--- src/rtl/icache_pkg.sv ---
// icache_pkg: shared types and sizing helpers for the set-associative
// instruction cache (icache_sa) and its per-way storage (icache_way).
//   icache_state_t : controller states IDLE / REFILL / GAP / RESPOND
//   off_bits       : word-offset field width from LINE_WORDS
//   idx_bits       : set-index field width from NUM_SETS
//   tag_bits       : tag width left over from a 32-bit byte address
//   nz_width       : turns a zero field width into a 1-bit vector width
package icache_pkg;

  localparam int unsigned WORD_BYTES = 4;

  typedef enum logic [1:0] {
    IDLE    = 2'd0,
    REFILL  = 2'd1,
    GAP     = 2'd2,
    RESPOND = 2'd3
  } icache_state_t;

  function automatic int unsigned off_bits(input int unsigned line_words);
    return $clog2(line_words);
  endfunction

  function automatic int unsigned idx_bits(input int unsigned num_sets);
    return $clog2(num_sets);
  endfunction

  function automatic int unsigned tag_bits(input int unsigned num_sets,
                                           input int unsigned line_words);
    return 32 - $clog2(WORD_BYTES) - $clog2(num_sets) - $clog2(line_words);
  endfunction

  // One-word lines (or one-way caches) have no field, but still need a
  // legal vector width for the signals that would carry it.
  function automatic int unsigned nz_width(input int unsigned w);
    return (w == 0) ? 1 : w;
  endfunction

endpackage

--- src/rtl/icache_way.sv ---
// icache_way: storage for one way of icache_sa.
//   Holds per-set valid bits (async active-low reset), per-set tags and
//   per-set line data (tags/data are not reset).
//   Read side (combinational): i_rd_idx/i_rd_off/i_rd_tag -> o_valid
//     (valid bit of the indexed set), o_hit (valid and tag match),
//     o_word (data word at idx/off, regardless of hit).
//   Write side (registered): i_wr_en writes i_wr_data at i_wr_idx/i_wr_off;
//     i_inst_en writes i_inst_tag and sets the valid bit at i_wr_idx.
module icache_way
  import icache_pkg::*;
#(
  parameter int unsigned NUM_SETS   = 8,
  parameter int unsigned LINE_WORDS = 4,
  parameter int unsigned IDX_W      = 3,
  parameter int unsigned OFF_W      = 2,
  parameter int unsigned TAG_W      = 25
) (
  input  logic             clk,
  input  logic             reset,
  input  logic [IDX_W-1:0] i_rd_idx,
  input  logic [OFF_W-1:0] i_rd_off,
  input  logic [TAG_W-1:0] i_rd_tag,
  output logic             o_valid,
  output logic             o_hit,
  output logic [31:0]      o_word,
  input  logic             i_wr_en,
  input  logic [IDX_W-1:0] i_wr_idx,
  input  logic [OFF_W-1:0] i_wr_off,
  input  logic [31:0]      i_wr_data,
  input  logic             i_inst_en,
  input  logic [TAG_W-1:0] i_inst_tag
);

  localparam int unsigned DEPTH = NUM_SETS * LINE_WORDS;
  localparam int unsigned AW    = nz_width($clog2(DEPTH));

  logic [31:0]         r_data [DEPTH];
  logic [TAG_W-1:0]    r_tag  [NUM_SETS];
  logic [NUM_SETS-1:0] r_valid;

  logic [AW-1:0] w_rd_addr;
  logic [AW-1:0] w_wr_addr;

  // Flat word address = set * LINE_WORDS + offset.
  assign w_rd_addr = AW'(i_rd_idx) * AW'(LINE_WORDS) + AW'(i_rd_off);
  assign w_wr_addr = AW'(i_wr_idx) * AW'(LINE_WORDS) + AW'(i_wr_off);

  assign o_valid = r_valid[i_rd_idx];
  assign o_hit   = r_valid[i_rd_idx] && (r_tag[i_rd_idx] == i_rd_tag);
  assign o_word  = r_data[w_rd_addr];

  always_ff @(posedge clk) begin
    if (i_wr_en) begin
      r_data[w_wr_addr] <= i_wr_data;
    end
    if (i_inst_en) begin
      r_tag[i_wr_idx] <= i_inst_tag;
    end
  end

  always_ff @(posedge clk or negedge reset) begin
    if (!reset) begin
      r_valid <= '0;
    end else if (i_inst_en) begin
      r_valid[i_wr_idx] <= 1'b1;
    end
  end

endmodule

--- src/rtl/icache_sa.sv ---
// icache_sa: set-associative instruction cache with multi-word lines and
// per-set round-robin replacement.
//   Fetch side : A (byte address), RE (request), RD (word), RDY (1-cycle pulse)
//   Memory side: MAddr (word-aligned byte address), MRead, MData, MRdy
//   Optional   : hit_count / miss_count, present when ICACHE_PERF_EN is defined
//   clk rising edge; reset is asynchronous, active-low.
// A miss refills the whole line one word per handshake, with one MRead-low
// GAP cycle between words, then RESPOND installs tag/valid and answers.
module icache_sa
  import icache_pkg::*;
#(
  parameter int unsigned WAYS       = 2,
  parameter int unsigned NUM_SETS   = 8,
  parameter int unsigned LINE_WORDS = 4
) (
  input  logic        clk,
  input  logic        reset,
  input  logic [31:0] A,
  output logic [31:0] RD,
  input  logic        RE,
  output logic        RDY,
  output logic [31:0] MAddr,
  input  logic [31:0] MData,
  output logic        MRead,
  input  logic        MRdy
`ifdef ICACHE_PERF_EN
  ,
  output logic [31:0] hit_count,
  output logic [31:0] miss_count
`endif
);

  localparam int unsigned OFF       = off_bits(LINE_WORDS);
  localparam int unsigned OFF_W     = nz_width(OFF);
  localparam int unsigned IDX_W     = idx_bits(NUM_SETS);
  localparam int unsigned TAG_W     = tag_bits(NUM_SETS, LINE_WORDS);
  localparam int unsigned VW        = nz_width($clog2(WAYS));
  localparam int unsigned IDX_SH    = $clog2(WORD_BYTES) + OFF;
  localparam int unsigned TAG_SH    = IDX_SH + IDX_W;
  localparam logic [31:0] LINE_MASK = ~((32'(LINE_WORDS) * 32'(WORD_BYTES)) - 32'd1);
  localparam logic [OFF_W-1:0] LAST_WORD = OFF_W'(LINE_WORDS - 1);

  icache_state_t r_state, w_state_nx;

  logic [31:0]      r_rd, w_rd_nx;
  logic             r_rdy, w_rdy_nx;
  logic [31:0]      r_maddr, w_maddr_nx;
  logic             r_mread, w_mread_nx;
  logic [31:0]      r_addr, w_addr_nx;
  logic [OFF_W-1:0] r_cnt, w_cnt_nx, w_cnt_inc;
  logic [VW-1:0]    r_victim, w_victim_nx;
  logic             r_vic_ptr, w_vic_ptr_nx;
  logic [VW-1:0]    r_ptr [NUM_SETS];

  logic             w_refill_wr;
  logic             w_install;

  // Address fields of the live request and of the latched miss address.
  logic [OFF_W-1:0] w_a_off, w_l_off, w_lk_off;
  logic [IDX_W-1:0] w_a_idx, w_l_idx, w_lk_idx;
  logic [TAG_W-1:0] w_a_tag, w_l_tag;
  logic [31:0]      w_base;

  assign w_a_off = OFF_W'((A >> $clog2(WORD_BYTES)) & 32'(LINE_WORDS - 1));
  assign w_a_idx = IDX_W'(A >> IDX_SH);
  assign w_a_tag = TAG_W'(A >> TAG_SH);
  assign w_l_off = OFF_W'((r_addr >> $clog2(WORD_BYTES)) & 32'(LINE_WORDS - 1));
  assign w_l_idx = IDX_W'(r_addr >> IDX_SH);
  assign w_l_tag = TAG_W'(r_addr >> TAG_SH);
  assign w_base  = r_addr & LINE_MASK;

  // Ways are looked up with the live address in IDLE; elsewhere the latched
  // address drives the read port so RESPOND can return the refilled word.
  assign w_lk_idx  = (r_state == IDLE) ? w_a_idx : w_l_idx;
  assign w_lk_off  = (r_state == IDLE) ? w_a_off : w_l_off;
  assign w_cnt_inc = r_cnt + OFF_W'(1);

  logic [WAYS-1:0] w_hit;
  logic [WAYS-1:0] w_valid;
  logic [31:0]     w_word [WAYS];

  for (genvar g = 0; g < WAYS; g++) begin : g_way
    icache_way #(
      .NUM_SETS   (NUM_SETS),
      .LINE_WORDS (LINE_WORDS),
      .IDX_W      (IDX_W),
      .OFF_W      (OFF_W),
      .TAG_W      (TAG_W)
    ) u_way (
      .clk        (clk),
      .reset      (reset),
      .i_rd_idx   (w_lk_idx),
      .i_rd_off   (w_lk_off),
      .i_rd_tag   (w_a_tag),
      .o_valid    (w_valid[g]),
      .o_hit      (w_hit[g]),
      .o_word     (w_word[g]),
      .i_wr_en    (w_refill_wr && (r_victim == VW'(g))),
      .i_wr_idx   (w_l_idx),
      .i_wr_off   (r_cnt),
      .i_wr_data  (MData),
      .i_inst_en  (w_install && (r_victim == VW'(g))),
      .i_inst_tag (w_l_tag)
    );
  end

  logic        w_any_hit;
  logic [31:0] w_hit_word;
  logic [31:0] w_vic_word;
  logic [VW-1:0] w_vic;
  logic        w_vic_by_ptr;
  logic        w_found;

  assign w_any_hit = |w_hit;

  always_comb begin
    w_hit_word = '0;
    w_vic_word = '0;
    for (int unsigned i = 0; i < WAYS; i++) begin
      if (w_hit[i]) begin
        w_hit_word = w_hit_word | w_word[i];
      end
      if (r_victim == VW'(i)) begin
        w_vic_word = w_word[i];
      end
    end
  end

  // Lowest-numbered invalid way wins; a full set falls back to its pointer.
  always_comb begin
    w_vic        = r_ptr[w_a_idx];
    w_vic_by_ptr = 1'b1;
    w_found      = 1'b0;
    for (int unsigned i = 0; i < WAYS; i++) begin
      if (!w_valid[i] && !w_found) begin
        w_vic        = VW'(i);
        w_vic_by_ptr = 1'b0;
        w_found      = 1'b1;
      end
    end
  end

  always_comb begin
    w_state_nx   = r_state;
    w_rd_nx      = r_rd;
    w_rdy_nx     = 1'b0;
    w_maddr_nx   = r_maddr;
    w_mread_nx   = r_mread;
    w_addr_nx    = r_addr;
    w_cnt_nx     = r_cnt;
    w_victim_nx  = r_victim;
    w_vic_ptr_nx = r_vic_ptr;
    w_refill_wr  = 1'b0;
    w_install    = 1'b0;
    unique case (r_state)
      IDLE: begin
        if (RE) begin
          if (w_any_hit) begin
            w_rd_nx  = w_hit_word;
            w_rdy_nx = 1'b1;
          end else begin
            w_addr_nx    = A;
            w_cnt_nx     = '0;
            w_victim_nx  = w_vic;
            w_vic_ptr_nx = w_vic_by_ptr;
            w_maddr_nx   = A & LINE_MASK;
            w_mread_nx   = 1'b1;
            w_state_nx   = REFILL;
          end
        end
      end
      REFILL: begin
        if (MRdy) begin
          w_refill_wr = 1'b1;
          w_mread_nx  = 1'b0;
          w_state_nx  = (r_cnt == LAST_WORD) ? RESPOND : GAP;
        end
      end
      GAP: begin
        w_cnt_nx   = w_cnt_inc;
        w_maddr_nx = w_base | (32'(w_cnt_inc) * 32'(WORD_BYTES));
        w_mread_nx = 1'b1;
        w_state_nx = REFILL;
      end
      RESPOND: begin
        w_install  = 1'b1;
        w_rd_nx    = w_vic_word;
        w_rdy_nx   = RE;
        w_state_nx = IDLE;
      end
      default: w_state_nx = IDLE;
    endcase
  end

  always_ff @(posedge clk or negedge reset) begin
    if (!reset) begin
      r_state   <= IDLE;
      r_rd      <= '0;
      r_rdy     <= 1'b0;
      r_maddr   <= '0;
      r_mread   <= 1'b0;
      r_addr    <= '0;
      r_cnt     <= '0;
      r_victim  <= '0;
      r_vic_ptr <= 1'b0;
    end else begin
      r_state   <= w_state_nx;
      r_rd      <= w_rd_nx;
      r_rdy     <= w_rdy_nx;
      r_maddr   <= w_maddr_nx;
      r_mread   <= w_mread_nx;
      r_addr    <= w_addr_nx;
      r_cnt     <= w_cnt_nx;
      r_victim  <= w_victim_nx;
      r_vic_ptr <= w_vic_ptr_nx;
    end
  end

  // Pointer moves only when it actually picked the victim, so filling
  // invalid ways does not disturb the rotation order.
  always_ff @(posedge clk or negedge reset) begin
    if (!reset) begin
      for (int unsigned s = 0; s < NUM_SETS; s++) begin
        r_ptr[s] <= '0;
      end
    end else if (w_install && r_vic_ptr && (WAYS > 1)) begin
      r_ptr[w_l_idx] <= r_ptr[w_l_idx] + VW'(1);
    end
  end

  assign RD    = r_rd;
  assign RDY   = r_rdy;
  assign MAddr = r_maddr;
  assign MRead = r_mread;

`ifdef ICACHE_PERF_EN
  logic [31:0] r_hit_cnt;
  logic [31:0] r_miss_cnt;
  logic        w_hit_ev;
  logic        w_miss_ev;

  assign w_hit_ev  = (r_state == IDLE) && RE && w_any_hit;
  assign w_miss_ev = (r_state == IDLE) && RE && !w_any_hit;

  always_ff @(posedge clk or negedge reset) begin
    if (!reset) begin
      r_hit_cnt  <= '0;
      r_miss_cnt <= '0;
    end else begin
      if (w_hit_ev)  r_hit_cnt  <= r_hit_cnt + 32'd1;
      if (w_miss_ev) r_miss_cnt <= r_miss_cnt + 32'd1;
    end
  end

  assign hit_count  = r_hit_cnt;
  assign miss_count = r_miss_cnt;
`endif

endmodule

--- config.mk ---
export PLATFORM = sky130hd
export DESIGN_NAME = icache_sa
export DESIGN_NICKNAME = d
export VERILOG_FILES = /design/src/rtl/icache_pkg.sv /design/src/rtl/icache_way.sv /design/src/rtl/icache_sa.sv
export SDC_FILE = /design/constraint.sdc
export NUM_CORES = 2
export LEC_CHECK = 0
export CORE_MARGIN = 2
export CORE_UTILIZATION = 42
export CTS_CLUSTER_SIZE = 30
export DETAILED_ROUTE_END_ITERATION = 12
export PLACE_DENSITY_LB_ADDON = 0.15
export SLEW_MARGIN = 20
export SYNTH_ARGS = -nofsm -noshare
export SYNTH_HDL_FRONTEND = slang
export SYNTH_HIERARCHICAL = 1
export SYNTH_SLANG_ARGS = --single-unit
--- constraint.sdc ---
create_clock -name clk -period 3.65 [get_ports clk]
set_input_delay 0.73 -clock clk [delete_from_list [all_inputs] [get_ports clk]]
set_output_delay 0.73 -clock clk [all_outputs]
set_load 0.03 [all_outputs]
# Yosys cells after proc, flatten, opt, wreduce, memory -nomap -nowiden
# Memory sizes are Yosys's and may differ from the RTL's.
# Cells that the tools add are included.
# Widths: inputs -> output; s select.
# op_classes
addsub,4
n_reduce_logical,21
n_eq_ne,10
magnitude_cmp,6
muxes,56
bitwise,8
# ops
op,n
$mux 32,7
$pmux 32 s2,2
$eq 25x25->1,2
$or 32x32->32,1
$or 32x4->32,1
$mux 1,29
$or 8x8->8,2
$bmux 1 s3,4
$mux 2,6
$reduce_and 3->1,4
$add 5x2->5,2
$logic_and 1x1->1,10
$bwmux 8,1
$ge 4x4->1 const B,2
$lt 3x4->1 const B,2
$ne 2x2->1 const B,4
$not 3->4,2
$pmux 2 s4,1
$demux 1 s3,2
$eq 2x2->1 const B,3
$lt 4x1->1 const B,1
$pmux 2 s2,1
$reduce_and 4->1,1
$reduce_bool 2->1,2
other kinds (12),13
# totals
input_bits,68
elab_cells,128
ram_bits,2448
out_inout_bits,66
memories,4
register_bits,128
# mem_list
name,words,width,read_ports,rd_clocked_by_memory_dff,write_ports,line,rtl
g_way[0].u_way.r_data,32,32,1,0,1,icache_way.sv:37,logic [31:0] r_data [DEPTH];
g_way[1].u_way.r_data,32,32,1,0,1,icache_way.sv:37,
g_way[0].u_way.r_tag,8,25,1,0,1,icache_way.sv:38,logic [TAG_W-1:0] r_tag [NUM_SETS];
g_way[1].u_way.r_tag,8,25,1,0,1,icache_way.sv:38,

# Logic depth before layout (Yosys ltp)
# depth
ltp_word,11
ltp_mapped,18
depth_no_buf,12

# By module
# Netlist, hierarchy kept.
# modules_own_cells
module,seq_area_each_um2,n_inst,cells_per_inst,area_per_inst_um2
icache_way at g_way[0].u_way,36955.4,1,1899,47149.0
icache_way at g_way[1].u_way,36955.4,1,1876,47060.1
icache_sa,2652.5,1,362,5318.9

# Least setup slack after synthesis
# OpenSTA, ideal clock, no wires.
# synth_path
path_kind,register to register
start,reg r_state[0]
end,reg r_maddr[10] (netlist: MAddr[10])
path_buffers,6
stages_incl_launch_ff,19
period_less_slack_ns,3.978
setup_slack_ns,-0.328
setup_ns,0.125
required_time_ns,3.525
arrival_ns,3.853
path_cell_list,dfrtp_1 > inv_1 > ha_1 > buf_2 > mux2_2 > buf_4 > buf_4 > buf_2 > mux4_2 > mux2i_1 > xor2_1 > o2111ai_1 > nor4_1 > and4_1 > and4bb_1 > buf_2 > a21o_1 > buf_6 > mux2_4
# synth_between
elab_chain_cells,8
elab_cells_between_ends,19
cone_classes,eq/ne: 5; mux: 6; reduce/logical: 6; memory: 2
# synth_rtl
item,line,rtl
start: declaration,icache_sa.sv:43,"icache_state_t r_state, w_state_nx;"
start signal: assignment,icache_sa.sv:207,r_state <= w_state_nx;
$logic_not 2->1 (*),icache_sa.sv:74,assign w_lk_idx = (r_state == IDLE) ? w_a_idx : w_l_idx;
$mux 3 (*),icache_sa.sv:74,
named net w_lk_idx[1],icache_sa.sv:60,"logic [IDX_W-1:0] w_a_idx, w_l_idx, w_lk_idx;"
$mem_v2 8x25 or $bmux 1 s3 (tied branches),--,
$eq 25x25->1 or $mux 1 (tied branches),icache_way.sv:49,assign o_hit = r_valid[i_rd_idx] && (r_tag[i_rd_idx] == i_rd_tag);
$logic_and 1x1->1 (*),icache_way.sv:49,
named net w_hit[1],icache_sa.sv:78,logic [WAYS-1:0] w_hit;
$reduce_or 2->1 (*),icache_sa.sv:114,assign w_any_hit = |w_hit;
$ne 2x2->1 (no line) (*),--,
$reduce_and 3->1 (no line) (*),--,
end signal: assignment,icache_sa.sv:210,r_maddr <= w_maddr_nx;
end: declaration,icache_sa.sv:47,"logic [31:0] r_maddr, w_maddr_nx;"
# Mark *: on every way through the listed nets, which the timed path passes. The rest lies on a longest branch. The select of a mux whose other input is x is not followed.
# A chain may end at the register's enable or synchronous reset.

# Worst setup path in the final report
# layout_path
start,reg r_state[1]
end,reg r_maddr[27] (netlist: MAddr[27])
# Same word-level chain as after synthesis.

==> flow_summary.toml <==
[run_status]
status = "finished, violations left"
violations = "negative setup slack"

[yosys]
synthArstFlopShare_pct = 4.75
avgSynthCellArea_um2 = 24.1
syn-instance-count = 4137
synthFlopType = "edfxtp_1"
synth-seq-cells = 2570
synthesis.area_um2 = 99500
synth_seq_area_share_pct = 76.9
ys_types = 46
synth-edff-count = 2448
yosys_warnings = 6

[power_and_ir_drop]
internal-power_mw = 68.5
irDropWorstVdd_v = 0.000499
power.leakage_nw = 38.0
p_switching_mw = 30.2
clkPwrFrac_pct = 28.0
seq_power_share_pct = 36.3
combPwrFrac_pct = 35.7
switching_share_pct = 30.6
powerDensity_nw_per_um2 = 834

[clock_tree]
cts_max_path_buffers = 4
cts_max_level = 5
cts_made_buffers = 289
cts_tree = "done"
clk_latency_ns = 0.91
cts_root_buf = "clkbuf_16"
cts.sinks = 2570
clk_pin_slew_ns = 0.06

[worst_setup_path]
critical_path_class = "reg -> reg"
arrival_ns = 5.05
end_kind = "flip-flop"
cp.required_ns = 4.41
crit_fanout = 7
critPathLaunchType = "flip-flop"

[route]
route.met2.wl_um = 127000
drt_iter0_drc = 5359
wl_met1_um = 115000
met3_length_um = 15900
via_per_inst = 5.75
wire_per_inst_um = 32.5
final_antenna_net_count = 0
drc_errors = 0
wl_um = 265000
dr_total_vias = 46800
first_pass_iters = 6
highest_layer = "met5"

[finish]
post-route-util_pct = 50.3
area_growth_pct = 18.9
nFillCells = 18600
regArea_um2 = 76600
multiInputGateArea_um2 = 22700
finalNonFillerCells = 8143
fin_nets = 4862
drive_gt1_share_pct = 38.3

[placed_design]
dp_cells = 7607
numPortBuffers = 129
dpl_worst_slack_ns = -1.60
place.gp.congestion = 0.774
dp_hpwl_um = 150000

[timing]
setup_violations = 98
finalCritPeriodShare_pct = 118
fmaxAchievable_mhz = 233
worst_pin_slew_ns = 1.13
min_period_ns = 4.29
finalHoldViolCount = 0
rsz0062_at_grt = "yes"
hold_ws_ns = 0.366
postLayoutSetupSlackWorst_ns = -0.643
tns_ns = -54.91
finalClockSkew_ns = 0.0667
relSlewSlack_pct = 24.9
slew_violations = 0

[die]
core_area_um2 = 235000
row_count = 178
fp.dieW_um = 491
io_pins = 134
start_util_pct = 42.3
floorplan.die_area_um2 = 241000
die_h_um = 491

[hold_path]
hold_path_class = "in -> reg"

[global_routing]
grt_pass1_wl_um = 372000
grt_usage_pct = 21.9
grt_max_degree = 65
grt_antenna_before_repair = 23
grt_overflow_total = 0
grt_pass1_vias = 48000

[job]
maxCapViolCount = 0
## cell usage in the layout, fill, tap and decap left out, drive strengths merged, types with 37 or more instances in the layout
cell type,count
mux4,727
buf,469
nor2,94
clkinv,98
clkbuf,369
mux2i,75
edfxtp,2448
dfrtp,122
xor2,37
clkdlybuf4s50,96
mux2,194
## synthesized netlist by cell type (2+ instances only)
master	number	area, um2
a32o_1	32	320
buf_6	21	236
mux2_4	58	871
a21oi_1	10	50.1
or2_1	2	12.5
a31oi_1	3	18.8
or2_2	16	100
xor2_1	37	324
inv_1	10	37.5
clkbuf_8	3	41.3
o211ai_1	2	15.0
nor4_1	8	50.1
or3_1	2	12.5
dfrtp_1	122	3050
ha_1	7	87.6
a21o_1	2	15.0
xnor2_1	11	96.3
buf_2	72	360
nand2b_1	10	62.6
nand3_1	9	45.0
and4_1	4	35.0
nor2b_1	10	62.6
a22oi_1	15	113
nor3_1	2	10.0
and3_1	8	50.1
nand3b_1	12	90.1
o2111ai_1	3	26.3
nand2_1	28	105
o21ai_0	7	35.0
buf_4	34	255
mux2_2	134	1510
or3b_2	7	61.3
buf_1	9	33.8
nor2_1	94	353
clkbuf_1	74	278
mux4_2	727	16400
mux2i_1	75	751
and2_1	2	12.5
edfxtp_1	2448	73500
## sequential cells by signal, indices dropped and copies added, names as in the netlist
register	cells
RD	32
RDY	1
r_victim	1
r_cnt	1
MAddr	29
r_state	2
g_way.u_way/r_data	2048
r_vic_ptr	1
r_ptr	8
r_addr	30
g_way.u_way/r_tag	400
g_way.u_way/r_valid	16
MRead	1
## kinds of logic after synthesis
| kind of cell | after synthesis | synth area share [%] |
|---|---|---|
| muxes | 994 | 19.6 |
| AOI/OAI and AO/OA | 78 | 0.627 |
| xor gates and xnor gates | 48 | 0.422 |
| and+or+nand+nor | 216 | 1.09 |
| other | 1 | 0.00377 |
| DFF | 2570 | 76.9 |
| adders and majority gates | 7 | 0.0880 |
| buffers and inverters | 223 | 1.25 |
## layout make-up
cell class	count	share of cell area, %
tap	3150	3.33
timing repair buffer	569	5.28
sequential	2570	64.7
multi-input combinational	1347	19.2
clock buffer	367	6.53
clock inverter	125	0.959
inverter	10	0.0317
antenna	5	0.0106
## worst max-delay path, cell delays in order (launching register included)
cell       delay, ns
dfrtp_1         0.40
inv_2           0.08
ha_4            0.19
mux2_8          0.45
buf_6           0.16
buf_6           0.12
mux4_2          0.42
mux2i_2         0.18
xor2_1          0.17
nand2_1         0.13
nor4_4          0.41
buf_4           0.20
and4_4          0.25
and4bb_2        0.25
a21o_4          0.24
clkbuf_16       0.19
mux2_4          0.29
## repair_timing
item,CTS,global route
setup endpoints to repair,98,98
gates resized for setup,52,24
hold buffers,1,0
endpoints found under the hold margin,61,0
gates cloned,6,2
pin swaps,12,8
setup buffers,20,12
## per-layer routing
layer | track usage, % | vias up
met5 | 0 | -
met4 | 5.87 | 12
met3 | 3.49 | 376
met2 | 34.8 | 1517
met1 | 31.7 | 25900
li1 | - | 19000
## power by group through the flow
| stage | Sequential [mW] | Combinational [mW] | Clock, mW |
|---|---|---|---|
| finish | 35.8 | 35.2 | 27.7 |
| global route | 35.9 | 37.0 | 29.3 |
| CTS | 35.8 | 35.2 | 28.2 |
| detailed placement | 36.4 | 34.3 | 0 |
| global placement | 36.3 | 34.2 | 0 |
| floorplan | 36.4 | 20.9 | 0 |
## final timing paths
check | start | slack (ns) | depth (start not counted) | to
worst max-delay path | r_state[1] | -0.64 | 16 | MAddr[27]
worst min-delay path | MData[28] | 0.37 | 1 | g_way[1].u_way/r_data[18][28]
worst max register to register | r_state[1] | -0.64 | 16 | MAddr[27]
worst min register to register | g_way[0].u_way/r_valid[0] | 0.46 | 1 | g_way[0].u_way/r_valid[0]
max in group asynchronous | reset | 2.36 | 3 | MAddr[21]
min in group asynchronous | reset | 0.43 | 2 | MAddr[7]
## metrics by stage
step           instance area [um2]  power [mW]
6_report                    118000        98.7
3_5_place_dp                109000        70.7
4_1_cts                     118000        99.2
5_1_grt                     118000         102
3_3_place_gp                109000        70.5
2_1_floorplan                99700        57.3
Note: power is estimated with default switching activity, not from simulation.
